<file path="src/rtl/i2c_controller.sv">
// Byte-level single-master I2C controller: runs one START/STOP/READ_BYTE/WRITE_BYTE per request.
// Latency 4*DIVIDER+1 (START/STOP) or 36*DIVIDER+1 (bytes) cycles; client holds enableI2C until completeI2C.
module i2c_controller #(
    parameter int DIVIDER = 67
) (
    input  logic       clk,
    input  logic       rst_n,
    input  logic [1:0] instructionI2C,
    input  logic       enableI2C,
    input  logic [7:0] byteToSendI2C,
    output logic [7:0] byteReceivedI2C,
    output logic       completeI2C,
    output logic       ackReceived,
    output logic       scl,
    input  logic       sdaIn,
    output logic       sdaOe
);

    typedef enum logic [2:0] {
        IDLE,
        ST_START,
        ST_STOP,
        ST_READ,
        ST_WRITE,
        DONE
    } state_t;

    state_t     state_q, state_d;
    logic [7:0] cnt_q, cnt_d;
    logic [1:0] phase_q, phase_d;
    logic [3:0] bit_q, bit_d;
    logic [7:0] tx_q, tx_d;
    logic [7:0] shift_q, shift_d;
    logic [7:0] rx_q, rx_d;
    logic       ack_q, ack_d;
    logic       scl_q, scl_d;
    logic       sda_oe_q, sda_oe_d;
    logic       complete_q, complete_d;
    logic       sda_meta_q, sda_meta_d;
    logic       sda_sync_q, sda_sync_d;

    logic       busy;
    logic       tick;
    logic [3:0] last_bit;

    assign busy     = (state_q != IDLE) && (state_q != DONE);
    assign tick     = busy && (cnt_q == 8'(DIVIDER - 1));
    assign last_bit = ((state_q == ST_START) || (state_q == ST_STOP)) ? 4'd0 : 4'd8;

    always_comb begin
        state_d    = state_q;
        cnt_d      = cnt_q;
        phase_d    = phase_q;
        bit_d      = bit_q;
        tx_d       = tx_q;
        shift_d    = shift_q;
        rx_d       = rx_q;
        ack_d      = ack_q;
        scl_d      = scl_q;
        sda_oe_d   = sda_oe_q;
        complete_d = complete_q;
        // SDA pad is asynchronous to clk
        sda_meta_d = sdaIn;
        sda_sync_d = sda_meta_q;

        if (busy) begin
            cnt_d = tick ? 8'd0 : cnt_q + 8'd1;
        end

        case (state_q)
            IDLE: begin
                if (enableI2C) begin
                    complete_d = 1'b0;
                    cnt_d      = 8'd0;
                    phase_d    = 2'd0;
                    bit_d      = 4'd0;
                    tx_d       = byteToSendI2C;
                    case (instructionI2C)
                        2'd0: begin
                            state_d  = ST_START;
                            sda_oe_d = 1'b0;
                        end
                        2'd1: begin
                            state_d  = ST_STOP;
                            scl_d    = 1'b0;
                            sda_oe_d = 1'b1;
                        end
                        2'd2: begin
                            state_d  = ST_READ;
                            scl_d    = 1'b0;
                            sda_oe_d = 1'b0;
                        end
                        default: begin
                            state_d  = ST_WRITE;
                            scl_d    = 1'b0;
                            sda_oe_d = ~byteToSendI2C[7];
                        end
                    endcase
                end
            end
            DONE: begin
                if (!enableI2C) begin
                    state_d = IDLE;
                end
            end
            default: begin
                if (tick) begin
                    phase_d = phase_q + 2'd1;
                    if (phase_q == 2'd3) begin
                        bit_d = bit_q + 4'd1;
                    end
                    if ((phase_q == 2'd3) && (bit_q == last_bit)) begin
                        // SDA is always released between instructions
                        state_d    = DONE;
                        complete_d = 1'b1;
                        sda_oe_d   = 1'b0;
                        if (state_q == ST_READ) begin
                            rx_d = shift_q;
                        end
                    end else begin
                        // Actions below are those of the phase being entered
                        case (phase_q)
                            2'd0: scl_d = 1'b1;
                            2'd1: begin
                                if (state_q == ST_START) begin
                                    sda_oe_d = 1'b1;
                                end else if (state_q == ST_STOP) begin
                                    sda_oe_d = 1'b0;
                                end else if ((state_q == ST_READ) && (bit_q != 4'd8)) begin
                                    shift_d = {shift_q[6:0], sda_sync_q};
                                end else if ((state_q == ST_WRITE) && (bit_q == 4'd8)) begin
                                    ack_d = ~sda_sync_q;
                                end
                            end
                            2'd2: begin
                                if (state_q != ST_STOP) begin
                                    scl_d = 1'b0;
                                end
                            end
                            default: begin
                                scl_d = 1'b0;
                                if (state_q == ST_WRITE) begin
                                    if (bit_q == 4'd7) begin
                                        sda_oe_d = 1'b0;
                                    end else begin
                                        tx_d     = {tx_q[6:0], 1'b0};
                                        sda_oe_d = ~tx_q[6];
                                    end
                                end else begin
                                    sda_oe_d = (bit_q == 4'd7);
                                end
                            end
                        endcase
                    end
                end
            end
        endcase
    end

    always_ff @(posedge clk or negedge rst_n) begin
        if (!rst_n) begin
            state_q    <= IDLE;
            cnt_q      <= 8'd0;
            phase_q    <= 2'd0;
            bit_q      <= 4'd0;
            tx_q       <= 8'd0;
            shift_q    <= 8'd0;
            rx_q       <= 8'd0;
            ack_q      <= 1'b0;
            scl_q      <= 1'b1;
            sda_oe_q   <= 1'b0;
            complete_q <= 1'b1;
            sda_meta_q <= 1'b1;
            sda_sync_q <= 1'b1;
        end else begin
            state_q    <= state_d;
            cnt_q      <= cnt_d;
            phase_q    <= phase_d;
            bit_q      <= bit_d;
            tx_q       <= tx_d;
            shift_q    <= shift_d;
            rx_q       <= rx_d;
            ack_q      <= ack_d;
            scl_q      <= scl_d;
            sda_oe_q   <= sda_oe_d;
            complete_q <= complete_d;
            sda_meta_q <= sda_meta_d;
            sda_sync_q <= sda_sync_d;
        end
    end

    assign byteReceivedI2C = rx_q;
    assign completeI2C     = complete_q;
    assign ackReceived     = ack_q;
    assign scl             = scl_q;
    assign sdaOe           = sda_oe_q;

endmodule
</file>
<file path="config.mk">
export PLATFORM = sky130hd
export DESIGN_NAME = i2c_controller
export DESIGN_NICKNAME = d
export VERILOG_FILES = /design/src/rtl/i2c_controller.sv
export SDC_FILE = /design/constraint.sdc
export NUM_CORES = 1
export LEC_CHECK = 0
export ABC_AREA = 1
export CAP_MARGIN = 20
export CORE_MARGIN = 2
export CORE_UTILIZATION = 35
export CTS_CLUSTER_DIAMETER = 50
export DETAILED_ROUTE_END_ITERATION = 8
export GPL_TIMING_DRIVEN = 0
export PLACE_DENSITY = 0.65
export SETUP_SLACK_MARGIN = 0.15
export SYNTH_ARGS = -nofsm -noshare
export SYNTH_HDL_FRONTEND = slang
export SYNTH_SLANG_ARGS = --single-unit
</file>
<file path="constraint.sdc">
create_clock -name clk -period 2.1 [get_ports clk]
set_input_delay 0.42 -clock clk [delete_from_list [all_inputs] [get_ports clk]]
set_output_delay 0.42 -clock clk [all_outputs]
set_load 0.02 [all_outputs]
</file>
==> key figures <==
Critical path
  – CP Capture Type: output pin
  – Worst path arrival time: 1.46 ns
  – Worst Path Required: 1.68 ns
  – Critical-path cell list: clkdlybuf4s50_1
  – Startpoint Class: flip-flop
  – CP delay by family, top: buffers and inverters
  – Crit path largest cell delay: 0.60 ns
  – CP max FO: 2
  – Bufs and invs on worst path: 1
  – Critical-path top delay cell: clkdlybuf4s50_1
  – Reg-to-reg startpoint: cnt_q[0]
  – Worst Setup SP: completeI2C
  – Crit path kind: reg2out

Placement
  – Port buffer count: 25
  – Post-DP HPWL: 3.65 mm
  – Pre-CTS setup slack: 0.0771 ns
  – GPL Wtd Cong: 0.802
  – Placed Cells: 440

Detailed routing
  – WL final: 4.92 mm
  – Vias/cell: 4.64
  – Vias: 2085
  – Routed len/inst: 11.0 um
  – Initial DRC count: 65
  – DRT antenna net count: 0
  – DRT Pass-1 Iters: 4
  – DRC violations left: 0

Final layout
  – Layout Nets: 376
  – Final cell utilization of the core: 42.6%
  – Share of cells above drive strength 1: 12.6%
  – Fill cell count: 753
  – Fin cells: 449
  – Inserted Diodes: 0
  – Area Growth Syn to Fin: 19.6%
  – Area of the multi-input gates: 0.00118 sq mm
  – Area occupied by registers: 0.00116 sq mm

CTS
  – TritonCTS Sinks: 46
  – Clk slew on worst S/H paths: 0.09 ns
  – Clock tree buffer depth: 2
  – H-tree depth: 2
  – TritonCTS clock tree: done
  – Clk_lat worst skew: 0.31 ns
  – Post-CTS Setup Inserts: 0
  – Total CTS buffers: 5
  – Clock Tree Root: clkbuf_8

Global route
  – Busiest grt layer: met2
  – Vias in the first global route: 1973
  – Grt met1 use: 17.5%
  – Met2 GRT Util: 23.5%
  – First-pass GRT wire length: 8.67 mm
  – Largest net degree at the start of global routing: 38
  – Grt ovf: 0
  – Met3 usage: 2.86%
  – Initial antenna violation count: 0
  – Tot GR Track Use: 13.9%

Yosys
  – Cell Area, Synth: 0.00254 sq mm
  – Post-synth top area share: 41.4%
  – Cell taking the most area after synthesis: dfrtp_1
  – Synth Instances: 315
  – Top post-synthesis cells by area: dfrtp_1 41%, nand2_1 14%, ha_1 6.4%, inv_1 5.9%, dfstp_2 4.1%
  – Synth Flop Type: dfrtp_1
  – Commonest cells post-synth: 94 x nand2_1, 42 x dfrtp_1, 40 x inv_1
  – Distinct cells, synth: 31
  – Syn. warnings: 0
  – Mapped Nets: 342
  – Syn Area/Cell: 8.06 sq um
  – Post-synthesis sequential area ratio: 45.5%
  – Synth async-reset ratio: 100%
  – Top-count cell post-synth: nand2_1
  – FF+latch count, synth: 46
  – EDFF count, synth: 0

Timing
  – Setup TNS: 0 ns
  – Worst hold slack: 0.360 ns
  – RSZ-0062 raised after global routing: yes
  – Fmax achieved: 532 MHz
  – Clock skew: 0.0100 ns
  – Setup slack after layout: 0.220 ns
  – Final Slew Violations: 0
  – Headroom to the max-slew limit: 64.2%
  – Fin crit share: 89.5%
  – Minimum clock period after layout: 1.88 ns
  – Final setup violation count: 0
  – Final hold violation count: 0
  – Worst-Margin Slew: 0.534 ns

Floorplan
  – # rows: 31
  – Initial Util: 35.6%
  – Die height: 89.2 um
  – Core Footprint: 0.00714 sq mm
  – IO Pins: 26
  – Die width: 89.2 um
  – Die area: 0.00795 sq mm

Hold path
  – Worst min path class: reg2reg
  – Hold path start: sda_meta_q

Flow run
  – Max Cap Viol: 0

Pwr
  – PwrDens: 925 mW/mm^2
  – VDD IR max: 488 uV
  – Leak: 1.44 nW

Outcome
  – Outcome: finished, final reports clean
[kinds of logic after synthesis]
family | after synthesis | share of synthesized area (%)
AO/OA/AOI/OAI | 44 | 10.1
XOR/XNOR | 2 | 0.690
adder cells (fa/ha/maj) | 13 | 6.40
buffers and inverters | 49 | 8.03
flip-flops | 46 | 45.5
AND/OR/NAND/NOR | 161 | 29.2
[cell usage in the layout (no fill, tap or decap), drive strengths merged]
cell / Yosys / final
or2: 1 / 1
buf: 4 / 6
clkbuf: 1 / 6
o21ai: 33 / 33
clkinvlp: 0 / 1
clkinv: 0 / 1
nand2: 99 / 99
xor2: 2 / 2
nand4: 10 / 10
a21oi: 9 / 9
a31oi: 1 / 1
nor3b: 1 / 1
nor2: 23 / 23
dlygate4sd3: 0 / 1
dfrtp: 42 / 42
a21o: 1 / 1
dfstp: 4 / 4
ha: 13 / 13
nor3: 5 / 5
clkdlybuf4s50: 0 / 24
nand3: 22 / 22
inv: 44 / 45
[sequential cells by signal, summed over array words and instances (netlist names)]
| name | cells |
|---|---|
| phase_q | 2 |
| bit_q | 4 |
| tx_q | 7 |
| sda_meta_q | 1 |
| scl | 1 |
| ackReceived | 1 |
| shift_q | 8 |
| sdaOe | 1 |
| sda_sync_q | 1 |
| cnt_q | 8 |
| byteReceivedI2C | 8 |
| state_q | 3 |
| completeI2C | 1 |
[path summary, 6_finish.rpt]
| kind | endpoint | slack (ns) | cells past startpoint |
|---|---|---|---|
| max reg2reg | tx_q[3] | 0.31 | 9 |
| min | sda_sync_q | 0.36 | 0 |
| max in group asynchronous | completeI2C | 1.05 | 3 |
| min reg2reg | sda_sync_q | 0.36 | 0 |
| min in group asynchronous | byteReceivedI2C[7] | 0.50 | 2 |
| max | completeI2C | 0.22 | 1 |
[metal layers]
layer / vias to the layer above / share of wire, %
met5: - / 0
met4: 0 / 1.6
met3: 8 / 4.3
met2: 44 / 48
met1: 959 / 46
li1: 1074 / -
[through the flow]
| stage | total power, mW | area [sq um] |
|---|---|---|
| 4_1_cts | 2.84 | 3030 |
| 2_1_floorplan | 1.96 | 2540 |
| 3_3_place_gp | 2.23 | 2910 |
| 6_report | 2.81 | 3040 |
| 3_5_place_dp | 2.25 | 2930 |
| 5_1_grt | 3.06 | 3040 |
[power breakdown]
| group | total (mW) | leakage (nW) | internal, mW | switching [mW] |
|---|---|---|---|---|
| registers | 1.19 | 0.609 | 1.05 | 0.139 |
| logic | 1.05 | 0.783 | 0.358 | 0.691 |
| clock network | 0.567 | 0.0447 | 0.241 | 0.327 |
[final cells by class]
cell class              instances  area share, %
multi-input cells             220           39.0
flip-flops and latches         46           38.1
repair buffers                 27           9.06
inverters                      44           5.44
well taps                      99           4.08
clock buffers                   5           2.27
plain buffers                   5           1.28
clock inverters                 3          0.824
[repair_timing]
| action | in CTS | in global routing |
|---|---|---|
| hold buffers | 1 | 0 |
| gates resized for setup | 0 | 1 |
| setup endpoints to repair | 0 | 3 |
| hold endpoints to repair | 9 | 0 |
Power figures use the tool's default switching activity.
